### config.mk
export PLATFORM = sky130hd
export DESIGN_NAME = jtopl_eg_stepper_flat
export DESIGN_NICKNAME = d
export VERILOG_FILES = /design/src/rtl/jtopl_eg_stepper_pkg.sv /design/src/rtl/jtopl_eg_stepper_if.sv /design/src/rtl/jtopl_eg_rate.sv /design/src/rtl/jtopl_eg_stepper.sv /design/src/flat_wrapper.sv
export SDC_FILE = /design/constraint.sdc
export NUM_CORES = 1
export LEC_CHECK = 0
export ABC_CLOCK_PERIOD_IN_PS = 9500
export BUFFER_PORTS_ARGS = -buffer_cell sky130_fd_sc_hd__buf_2
export CORE_ASPECT_RATIO = 0.9
export CORE_MARGIN = 4
export CORE_UTILIZATION = 66
export CTS_BUF_LIST = sky130_fd_sc_hd__clkbuf_16
export DETAILED_ROUTE_END_ITERATION = 10
export PLACE_DENSITY = 0.87
export SYNTH_ARGS = -nofsm -noshare
export SYNTH_HDL_FRONTEND = slang
export SYNTH_SLANG_ARGS = --single-unit
### constraint.sdc
create_clock -name clk -period 9.5 [get_ports clk]
set_input_delay 0.475 -clock clk [delete_from_list [all_inputs] [get_ports clk]]
set_output_delay 0.475 -clock clk [all_outputs]
set_load 0.02 [all_outputs]
### src/rtl/jtopl_eg_stepper_pkg.sv
// Shared envelope-step definitions: slot state encoding, rate saturation and
// the step patterns indexed by the 3-bit counter tap.
package jtopl_eg_stepper_pkg;

  typedef enum logic [1:0] {
    ATTACK  = 2'd0,
    DECAY   = 2'd1,
    SUSTAIN = 2'd2,
    RELEASE = 2'd3
  } eg_state_e;

  localparam logic [6:0] RATE_SAT = 7'd60;

  localparam logic [7:0] PAT_00 = 8'h00;
  localparam logic [7:0] PAT_88 = 8'h88;
  localparam logic [7:0] PAT_AA = 8'hAA;
  localparam logic [7:0] PAT_EA = 8'hEA;
  localparam logic [7:0] PAT_EE = 8'hEE;
  localparam logic [7:0] PAT_FE = 8'hFE;
  localparam logic [7:0] PAT_FF = 8'hFF;

  // Attenuation increment per step: 1 below rate 48, then 2/4/8/16 per rate group.
  function automatic logic [4:0] eg_inc(input logic [5:0] rate);
    if (rate < 6'd48) return 5'd1;
    return 5'd1 << (rate[5:2] - 4'd11);
  endfunction

endpackage

### src/rtl/jtopl_eg_stepper_if.sv
// Slot-side bundle between the per-slot register file (master) and the
// envelope step engine (slave).
interface jtopl_eg_stepper_if #(
  parameter int SLOTS = 18,
  parameter int CNTW  = 15,
  parameter int EGW   = 9
);
  localparam int SW = $clog2(SLOTS);

  logic            cen;
  logic [1:0]      eg_state;
  logic [4:0]      base_rate;
  logic [3:0]      keycode;
  logic            ksr;
  logic [EGW-1:0]  eg_in;
  logic [SW-1:0]   slot;
  logic            zero;
  logic [CNTW-1:0] eg_cnt;
  logic [SW-1:0]   out_slot;
  logic [5:0]      rate;
  logic            step;
  logic [EGW-1:0]  eg_out;
  logic            out_valid;

  modport master (
    output cen, eg_state, base_rate, keycode, ksr, eg_in,
    input  slot, zero, eg_cnt, out_slot, rate, step, eg_out, out_valid
  );

  modport slave (
    input  cen, eg_state, base_rate, keycode, ksr, eg_in,
    output slot, zero, eg_cnt, out_slot, rate, step, eg_out, out_valid
  );
endinterface

### src/rtl/jtopl_eg_rate.sv
// Effective rate, envelope-counter tap and raw step bit for one slot.
// Purely combinational; the caller qualifies the raw bit with edge freshness.
module jtopl_eg_rate
  import jtopl_eg_stepper_pkg::*;
(
  input  logic        attack,
  input  logic [4:0]  base_rate,
  input  logic [3:0]  keycode,
  input  logic        ksr,
  input  logic [13:0] eg_cnt,
  output logic [5:0]  rate,
  output logic [2:0]  cnt3,
  output logic        raw
);
  logic [6:0] pre;
  logic [4:0] sel;
  logic [7:0] pat;

  always_comb begin
    pre = '0;
    if (base_rate != 5'd0)
      pre = {1'b0, base_rate, 1'b0} + (ksr ? {3'b0, keycode} : {5'b0, keycode[3:2]});
    rate = (pre >= RATE_SAT) ? 6'd63 : pre[5:0];

    // Faster rates tap lower counter bits; attack runs one group faster.
    sel  = {1'b0, rate[5:2]} + {4'b0, attack};
    cnt3 = (sel <= 5'd11) ? 3'(eg_cnt >> (5'd11 - sel)) : eg_cnt[2:0];

    if (rate[5:4] == 2'b11) begin
      if (attack && rate[5:2] == 4'd15) pat = PAT_FF;
      else begin
        case (rate[1:0])
          2'd0:    pat = PAT_00;
          2'd1:    pat = PAT_88;
          2'd2:    pat = PAT_AA;
          default: pat = PAT_EE;
        endcase
      end
    end else begin
      if (!attack && rate[5:2] == 4'd0) pat = PAT_FE;
      else begin
        case (rate[1:0])
          2'd0:    pat = PAT_AA;
          2'd1:    pat = PAT_EA;
          2'd2:    pat = PAT_EE;
          default: pat = PAT_FE;
        endcase
      end
    end

    raw = (rate[5:1] == 5'd0) ? 1'b0 : pat[cnt3];
  end
endmodule

### src/rtl/jtopl_eg_stepper.sv
// Envelope step engine: global envelope counter, round-robin slot counter,
// per-slot tap-LSB history and a 2-stage attenuation update pipeline.
module jtopl_eg_stepper
  import jtopl_eg_stepper_pkg::*;
#(
  parameter int SLOTS = 18,
  parameter int CNTW  = 15,
  parameter int EGW   = 9,
  parameter int PRESC = 1
) (
  input logic clk,
  input logic rst,
  jtopl_eg_stepper_if.slave bus
);
  localparam int SW = $clog2(SLOTS);
  localparam int PW = (PRESC > 1) ? $clog2(PRESC) : 1;
  localparam int XW = EGW + 5;

  logic [SW-1:0]    slot_q;
  logic [CNTW-1:0]  cnt_q;
  logic [PW-1:0]    presc_q;
  logic [SLOTS-1:0] lsb_mem;

  logic [5:0]     s1_rate;
  logic           s1_step, s1_attack, s1_valid;
  logic [EGW-1:0] s1_eg;
  logic [SW-1:0]  s1_slot;

  logic [5:0]     rate_q;
  logic           step_q, valid_q;
  logic [EGW-1:0] eg_q;
  logic [SW-1:0]  oslot_q;

  logic           attack_c, raw_c, wrap;
  logic [5:0]     rate_c;
  logic [2:0]     cnt3_c;

  assign attack_c = (bus.eg_state == ATTACK);
  assign wrap     = (slot_q == SW'(SLOTS - 1));

  jtopl_eg_rate u_rate (
    .attack    (attack_c),
    .base_rate (bus.base_rate),
    .keycode   (bus.keycode),
    .ksr       (bus.ksr),
    .eg_cnt    (cnt_q[13:0]),
    .rate      (rate_c),
    .cnt3      (cnt3_c),
    .raw       (raw_c)
  );

  logic [4:0]     inc;
  logic [XW-1:0]  ext, prod, dec, sum, eg_max;
  logic [EGW-1:0] eg_next;

  always_comb begin
    inc     = eg_inc(s1_rate);
    ext     = XW'(s1_eg);
    prod    = ext * XW'(inc);
    dec     = (prod >> 3) + XW'(1);
    sum     = ext + XW'(inc);
    eg_max  = XW'({EGW{1'b1}});
    eg_next = s1_eg;
    if (s1_step) begin
      if (s1_attack) begin
        if ({1'b0, s1_rate} >= RATE_SAT) eg_next = '0;
        else if (ext >= dec)             eg_next = EGW'(ext - dec);
        else                             eg_next = '0;
      end else begin
        eg_next = (sum > eg_max) ? {EGW{1'b1}} : EGW'(sum);
      end
    end
  end

  always_ff @(posedge clk or posedge rst) begin
    if (rst) begin
      slot_q    <= '0;
      cnt_q     <= '0;
      presc_q   <= '0;
      lsb_mem   <= '0;
      s1_rate   <= '0;
      s1_step   <= 1'b0;
      s1_attack <= 1'b0;
      s1_valid  <= 1'b0;
      s1_eg     <= '0;
      s1_slot   <= '0;
      rate_q    <= '0;
      step_q    <= 1'b0;
      valid_q   <= 1'b0;
      eg_q      <= '0;
      oslot_q   <= '0;
    end else if (bus.cen) begin
      slot_q <= wrap ? '0 : slot_q + SW'(1);
      // Counter advance lands on the wrap edge, so slot 0 of the next sample sees it.
      if (wrap) begin
        if (presc_q == PW'(PRESC - 1)) begin
          presc_q <= '0;
          cnt_q   <= cnt_q + CNTW'(1);
        end else begin
          presc_q <= presc_q + PW'(1);
        end
      end

      lsb_mem[slot_q] <= cnt3_c[0];
      s1_rate   <= rate_c;
      s1_step   <= raw_c & (cnt3_c[0] != lsb_mem[slot_q]);
      s1_eg     <= bus.eg_in;
      s1_attack <= attack_c;
      s1_slot   <= slot_q;
      s1_valid  <= 1'b1;

      rate_q  <= s1_rate;
      step_q  <= s1_step;
      eg_q    <= eg_next;
      oslot_q <= s1_slot;
      valid_q <= s1_valid;
    end
  end

  assign bus.slot      = slot_q;
  assign bus.zero      = (slot_q == '0);
  assign bus.eg_cnt    = cnt_q;
  assign bus.out_slot  = oslot_q;
  assign bus.rate      = rate_q;
  assign bus.step      = step_q;
  assign bus.eg_out    = eg_q;
  assign bus.out_valid = valid_q;
endmodule

### src/flat_wrapper.sv
// flat-port wrapper written by rule: the top's interface ports become plain ports
module jtopl_eg_stepper_flat import jtopl_eg_stepper_pkg::*;
#(
  parameter int SLOTS = 18,
  parameter int CNTW  = 15,
  parameter int EGW   = 9,
  parameter int PRESC = 1
)
  (clk, rst, bus_cen, bus_eg_state, bus_base_rate, bus_keycode, bus_ksr, bus_eg_in, bus_slot, bus_zero, bus_eg_cnt, bus_out_slot, bus_rate, bus_step, bus_eg_out, bus_out_valid);
  jtopl_eg_stepper_if #(.SLOTS(SLOTS), .CNTW(CNTW), .EGW(EGW)) bus_i ();
  input logic clk;
  input logic rst;
  input wire logic [$bits(bus_i.cen)-1:0] bus_cen;
  input wire logic [$bits(bus_i.eg_state)-1:0] bus_eg_state;
  input wire logic [$bits(bus_i.base_rate)-1:0] bus_base_rate;
  input wire logic [$bits(bus_i.keycode)-1:0] bus_keycode;
  input wire logic [$bits(bus_i.ksr)-1:0] bus_ksr;
  input wire logic [$bits(bus_i.eg_in)-1:0] bus_eg_in;
  output wire logic [$bits(bus_i.slot)-1:0] bus_slot;
  output wire logic [$bits(bus_i.zero)-1:0] bus_zero;
  output wire logic [$bits(bus_i.eg_cnt)-1:0] bus_eg_cnt;
  output wire logic [$bits(bus_i.out_slot)-1:0] bus_out_slot;
  output wire logic [$bits(bus_i.rate)-1:0] bus_rate;
  output wire logic [$bits(bus_i.step)-1:0] bus_step;
  output wire logic [$bits(bus_i.eg_out)-1:0] bus_eg_out;
  output wire logic [$bits(bus_i.out_valid)-1:0] bus_out_valid;
  assign bus_i.cen = bus_cen;
  assign bus_i.eg_state = bus_eg_state;
  assign bus_i.base_rate = bus_base_rate;
  assign bus_i.keycode = bus_keycode;
  assign bus_i.ksr = bus_ksr;
  assign bus_i.eg_in = bus_eg_in;
  assign bus_slot = bus_i.slot;
  assign bus_zero = bus_i.zero;
  assign bus_eg_cnt = bus_i.eg_cnt;
  assign bus_out_slot = bus_i.out_slot;
  assign bus_rate = bus_i.rate;
  assign bus_step = bus_i.step;
  assign bus_eg_out = bus_i.eg_out;
  assign bus_out_valid = bus_i.out_valid;
  jtopl_eg_stepper #(.SLOTS(SLOTS), .CNTW(CNTW), .EGW(EGW), .PRESC(PRESC)) u_core (.clk(clk), .rst(rst), .bus(bus_i));
endmodule
# Word level (Yosys, flattened, before mapping)
# Cells that the tools add are included.
[op_classes] n_addsub=10 n_mul=1 magnitude_cmp=9 eq_ne=6 shift=2 mux=27 bitwise_logic=2 reduce_logical=12
[op_table] operator="$mux 9" count=5
[op_table] operator="$pmux 8 s3" count=1
[op_table] operator="$pmux 7 s3" count=1
[op_table] operator="$bwmux 18" count=1
[op_table] operator="$mux 8" count=2
[op_table] operator="$add 15x1->15 const B" count=1
[op_table] operator="$mux 5" count=3
[op_table] operator="$gt 14x9->1 const B" count=1
[op_table] operator="$mul 9x5->14" count=1
[op_table] operator="$mux 7" count=2
[op_table] operator="$shr 14x5->3" count=1
[op_table] operator="$add 11x1->12 const B" count=1
[op_table] operator="$ge 9x12->1" count=1
[op_table] operator="$add 9x5->10" count=1
[op_table] operator="$logic_not 5->1" count=2
[op_table] operator="$sub 9x9->9" count=1
[op_table] operator="$add 6x4->7" count=1
[op_table] operator="$ge 7x6->1 const B" count=1
[op_table] operator="$ge 6x6->1 const B" count=1
[op_table] operator="$lt 5x6->1 const B" count=1
[op_table] operator="$lt 6x6->1 const B" count=1
[op_table] operator="$mux 1" count=6
[op_table] operator="$mux 6" count=1
[op_table] operator="$add 4x1->5" count=1
[op_table] operator="27 further kinds" count=31
[totals] reg_bits=84 wordCells=84

# Logic depth before layout (Yosys ltp)
[depth] ltp_word=13 ltp_mapped=26

# Hierarchy
# Synthesis repeated with hierarchy kept, for this count alone.
[hier_totals] cells_unflattened=723 area_unflattened_um2=7033.0
[by_module_without_submodules] module="jtopl_eg_stepper" n_inst=1 cells_each=616 area_each_um2=6118.4 seq_area_each_um2=2077.0
[by_module_without_submodules] module="jtopl_eg_rate" n_inst=1 cells_each=107 area_each_um2=914.6 seq_area_each_um2=0.0

# Worst setup path after synthesis
# Ideal clock, no wire load.
[synth_path] kind="reg2reg" startpoint="register u_core.s1_rate[5]" endpoint="register u_core.eg_q[1], in the netlist u_core.bus.eg_out[1]" setup_time_ns=0.119 arrival_time_ns=5.844 t_required_ns=9.381 setup_slack_ns=3.537 stages_incl_launch_ff=23 path_buffers=1 synth_period_minus_slack_ns=5.963 path_cell_list="dfrtp_1 -> nand2_1 -> clkbuf_1 -> nor3b_1 -> nand2_1 -> fa_1 -> fa_1 -> fa_1 -> inv_1 -> ha_1 -> a21oi_1 -> o21ai_1 -> a2111o_1 -> nand2_1 -> xnor2_1 -> nand3_1 -> xnor2_1 -> ha_1 -> o41a_1 -> o21a_1 -> o2111a_1 -> and3_1 -> a21bo_1"
[synth_between] elab_chain_cells=10
[synth_lines] element="start, declared" line="jtopl_eg_stepper.sv:24" text="logic [5:0] s1_rate;"
[synth_lines] element="start signal, assigned" line="jtopl_eg_stepper.sv:105" text="s1_rate <= rate_c;"
[synth_lines] element="$lt 6x6->1 or $sub 4x4->4 (tied branches)" line="jtopl_eg_stepper_pkg.sv:24, jtopl_eg_stepper_pkg.sv:25"
[synth_lines] element="$mux 1 or $shl 1x4->5 (tied branches)" line="jtopl_eg_stepper_pkg.sv:24, jtopl_eg_stepper_pkg.sv:25"
[synth_lines] element="$mux 5" line="jtopl_eg_stepper_pkg.sv:25" text="return 5'd1 << (rate[5:2] - 4'd11);"
[synth_lines] element="$mul 9x5->14" line="jtopl_eg_stepper.sv:59" text="prod = ext * XW'(inc);"
[synth_lines] element="$add 11x1->12" line="jtopl_eg_stepper.sv:60" text="dec = (prod >> 3) + XW'(1);"
[synth_lines] element="$ge 9x12->1 or $sub 9x9->9 (tied branches)" line="jtopl_eg_stepper.sv:67" text="else if (ext >= dec) eg_next = EGW'(ext - dec);"
[synth_lines] element="$mux 9" line="jtopl_eg_stepper.sv:67"
[synth_lines] element="$mux 9" line="jtopl_eg_stepper.sv:66" text="if ({1'b0, s1_rate} >= RATE_SAT) eg_next = '0;"
[synth_lines] element="$mux 9 *" line="jtopl_eg_stepper.sv:65" text="if (s1_attack) begin"
[synth_lines] element="$mux 9 *" line="jtopl_eg_stepper.sv:64" text="if (s1_step) begin"
[synth_lines] element="end signal, assigned" line="jtopl_eg_stepper.sv:114" text="eg_q <= eg_next;"
[synth_lines] element="end, declared" line="jtopl_eg_stepper.sv:31" text="logic [EGW-1:0] eg_q;"
# Every way passes the cells marked *; elsewhere a longest branch is shown, timed or not.
# A chain may end at the register's enable or synchronous reset.

# Worst setup path in the final report
[layout_path] startpoint="register u_core.s1_rate[4]" endpoint="register u_core.eg_q[1], in the netlist u_core.bus.eg_out[1]"
# Same word-level chain as after synthesis.

==> out/metrics.yaml <==
async_flop_share_pct: 100
start_util_pct: 68.3
hold_end: "u_core.s1_eg[8]"
final_area_mm2: 0.00764
worst_r2r_endpoint: "u_core.bus.eg_out[1]"
post-route-min-period_ps: 7040
numCtsBuffers: 9
post-cts-setup-buffers: 0
cts-root-buf: "clkbuf_16"
hold_viol: 0
rows: 35
synth_area_mm2: 0.00709
dr.pass1.iters: 5
numPortBuffers: 66
cpPeakStageDelay_ps: 730
setup_tns_ps: 0
diodes: 0
fin_nets: 871
clock_path_buffers: 2
synth_edf_count: 0
drive_gt1_share_pct: 19.2
worst_pin_slew_ps: 1030
rsz0062_at_grt: "no"
fin_worst_skew_ps: 6.92
status: "completed"
grt_max_degree: 84
avgViaCountPerCell: 6.42
slew_headroom_pct: 31.3
h-tree-depth: 3
crit_slowest_cell: "nor3b_1"
grt.overflow.total: 0
vias: 5844
grt_pass1_vias: 5958
worstReg2RegStart: "u_core.s1_rate[4]"
post_drt_wl_per_cell_um: 18.8
maxClockFrequency_ghz: 0.142
synth_top_cell_area_share_pct: 29.3
power.density_mw_per_mm2: 231
syn_inst: 731
cts_tree: "built"
dpl-instance-area_mm2: 0.00736
cp-end-kind: "flip-flop"
grt_pass1_wl_um: 28700
ys_ff_latch: 83
core_mm2: 0.0104
holdCritStartpoint: "bus_eg_in[8]"
yosysTopAreaCell: "dfrtp_1"
cap_violations: 0
drc: 0
place_ws_ps: 2600
yosys_warnings: 0
io_pins: 67
hold_buffers: 0
ys_types: 91
post_cts_resized: 0
clk_pin_slew_ps: 60
cp_top_family: "adder cells"
power_leakage_nw: 3.47
drtAntennaViolNets: 0
grtUsageTotal_pct: 28.7
whs_path_depth: 3
num-fill-cells: 754
clock-sinks: 83
min_path_type: "input pin to flip-flop"
die-area_mm2: 0.0125
area_growth_syn_to_layout_pct: 7.80
insertion_delay_ps: 340
rrSetupSlack_ps: 2460
ys_seq_area_share_pct: 29.3
timing.final.ws_setup_ps: 2460
crit_chain: "nand2_1 -> nor3b_1 -> ha_1 -> inv_1 -> fa_1 -> fa_1 -> fa_1 -> inv_1 -> ha_1 -> nor2b_1 -> o21ai_1 -> a21boi_1 -> o31ai_1 -> a21boi_1 -> nand3_1 -> xor2_1 -> ha_1 -> nor3_1 -> nor2_1 -> o41a_1 -> o21a_1 -> o2111a_1 -> and3_1 -> a21bo_1"
ys.flop_type: "dfrtp_1"
startpoint_type: "flip-flop"
slew_viol_final: 0
required_ps: 9730
gp_congestion: 0.970
setup_viol: 0
synth.avg_cell_area_um2: 9.70
peakVddDrop_mv: 0.187
power.total_mw: 1.76
crit_buf_inv: 2
antenna_found_initial: 0
drtIter0Drc: 431
synthTopCellsByArea: "dfrtp_1, ha_1, fa_1"
hpwl_um: 12300
critPathKind: "flip-flop to flip-flop"
crit_arrival_ps: 7270
fin_crit_sh_pct: 74.1
die_h_um: 106
reg2reg_depth: 24
syn_nets: 826
routed_wl_um: 17100
critPathMaxFanout: 11
die_w_um: 117
-- how the worst max path moves through the flow --
stage / start / depth (start not counted) / to
floorplan: u_core.s1_rate[5] / 22 / u_core.bus.eg_out[1]
global placement: u_core.s1_rate[5] / 24 / u_core.bus.eg_out[1]
detailed placement: u_core.s1_rate[5] / 24 / u_core.bus.eg_out[1]
CTS: u_core.s1_rate[4] / 24 / u_core.bus.eg_out[1]
global route: u_core.s1_rate[5] / 24 / u_core.bus.eg_out[1]
finish: u_core.s1_rate[4] / 24 / u_core.bus.eg_out[1]
-- metal layers --
layer	vias to the layer above	wire, um	global-route usage, %	part of all wire [%]
met5	-	0	0	0
met4	0	337	7.78	2.0
met3	42	1340	5.86	7.8
met2	283	8000	45.8	47
met1	2827	7430	39.8	43
li1	2692	-	-	-
-- worst reg2reg max path: cells and delay by family (launching register included) --
kind	cells	cell delay [ps]
XOR/XNOR	1	240
flip-flops	1	390
AO/OA/AOI/OAI	8	1810
AND/OR/NAND/NOR	7	1790
adder cells (fa/ha/maj)	6	2590
buffers and inverters	2	110
-- cell type report --
class	count	area [um2]	area share, %
multi-input cells	554	4550	59.6
flip-flops and latches	83	2080	27.2
repair buffers	68	345	4.52
inverters	60	229	3.00
clock buffers	9	225	2.95
well taps	129	161	2.11
clock inverters	7	52.6	0.688
-- layout by cell type, fill, tap and decap left out, drive strengths merged, types with 7 or more instances in the layout --
cell and count:
a21o 10, a21oi 26, a31oi 7, and2 29, and3 12, buf 68, clkbuf 9, dfrtp 83
fa 24, ha 47, inv 61, mux2 29, mux4 13, nand2 45, nand3 24, nand4 11
nor2 59, nor3b 7, o21ai 37, o22ai 10, o31ai 18, xnor2 31, xor2 12
-- stage by stage --
step,std cells,hold slack [ps],utilization (%)
detailed placement,894,458,70.9
finish,910,350,73.6
global route,910,359,73.6
global placement,894,443,70.9
CTS,910,349,73.6
floorplan,731,431,-
-- kinds of logic (layout without fill, tap and decap cells) --
group / count (synthesis) / after routing / synth area share (%)
xor+xnor: 43 / 43 / 5.31
flops: 83 / 83 / 29.3
simple gates: 226 / 226 / 17.0
fa+ha+maj: 71 / 71 / 15.1
other cells: 1 / 1 / 0.0529
mux: 47 / 47 / 9.60
buf+inv: 94 / 144 / 6.50
compound gates: 166 / 166 / 17.2
-- where the power goes --
| group | switching [mW] | internal [mW] | total, mW |
|---|---|---|---|
| Sequential | 0.113 | 0.450 | 0.562 |
| Combinational | 0.504 | 0.368 | 0.872 |
| Clock | 0.150 | 0.179 | 0.329 |
| Total | 0.767 | 0.997 | 1.76 |
-- Yosys cell counts, types with 5 or more instances --
cell and number:
a21o_1 10, a21oi_1 24, a31o_1 6, a31oi_1 6, and2_1 28, and3_1 9, buf_6 8, clkbuf_1 17
dfrtp_1 83, fa_1 24, ha_1 47, inv_1 59, mux2_2 29, mux2i_1 5, mux4_2 10, nand2_1 45
nand3_1 23, nand4_1 11, nor2_1 59, nor2b_1 5, nor3_1 5, nor3b_1 7, o211ai_1 5, o21ai_0 33
o22ai_1 9, o31ai_1 16, xnor2_1 31, xor2_1 12
-- state kept, by name, summed over array words and instances (netlist names) --
register / count
u_core.s1_attack: 1
u_core.bus.rate: 6
u_core.bus.eg_out: 9
u_core.s1_step: 1
u_core.lsb_mem: 18
u_core.bus.eg_cnt: 15
u_core.s1_eg: 9
u_core.bus.out_valid: 1
u_core.bus.slot: 5
u_core.bus.step: 1
u_core.s1_slot: 5
u_core.s1_valid: 1
u_core.bus.out_slot: 5
u_core.s1_rate: 6
(Power assumes the default switching activity.)
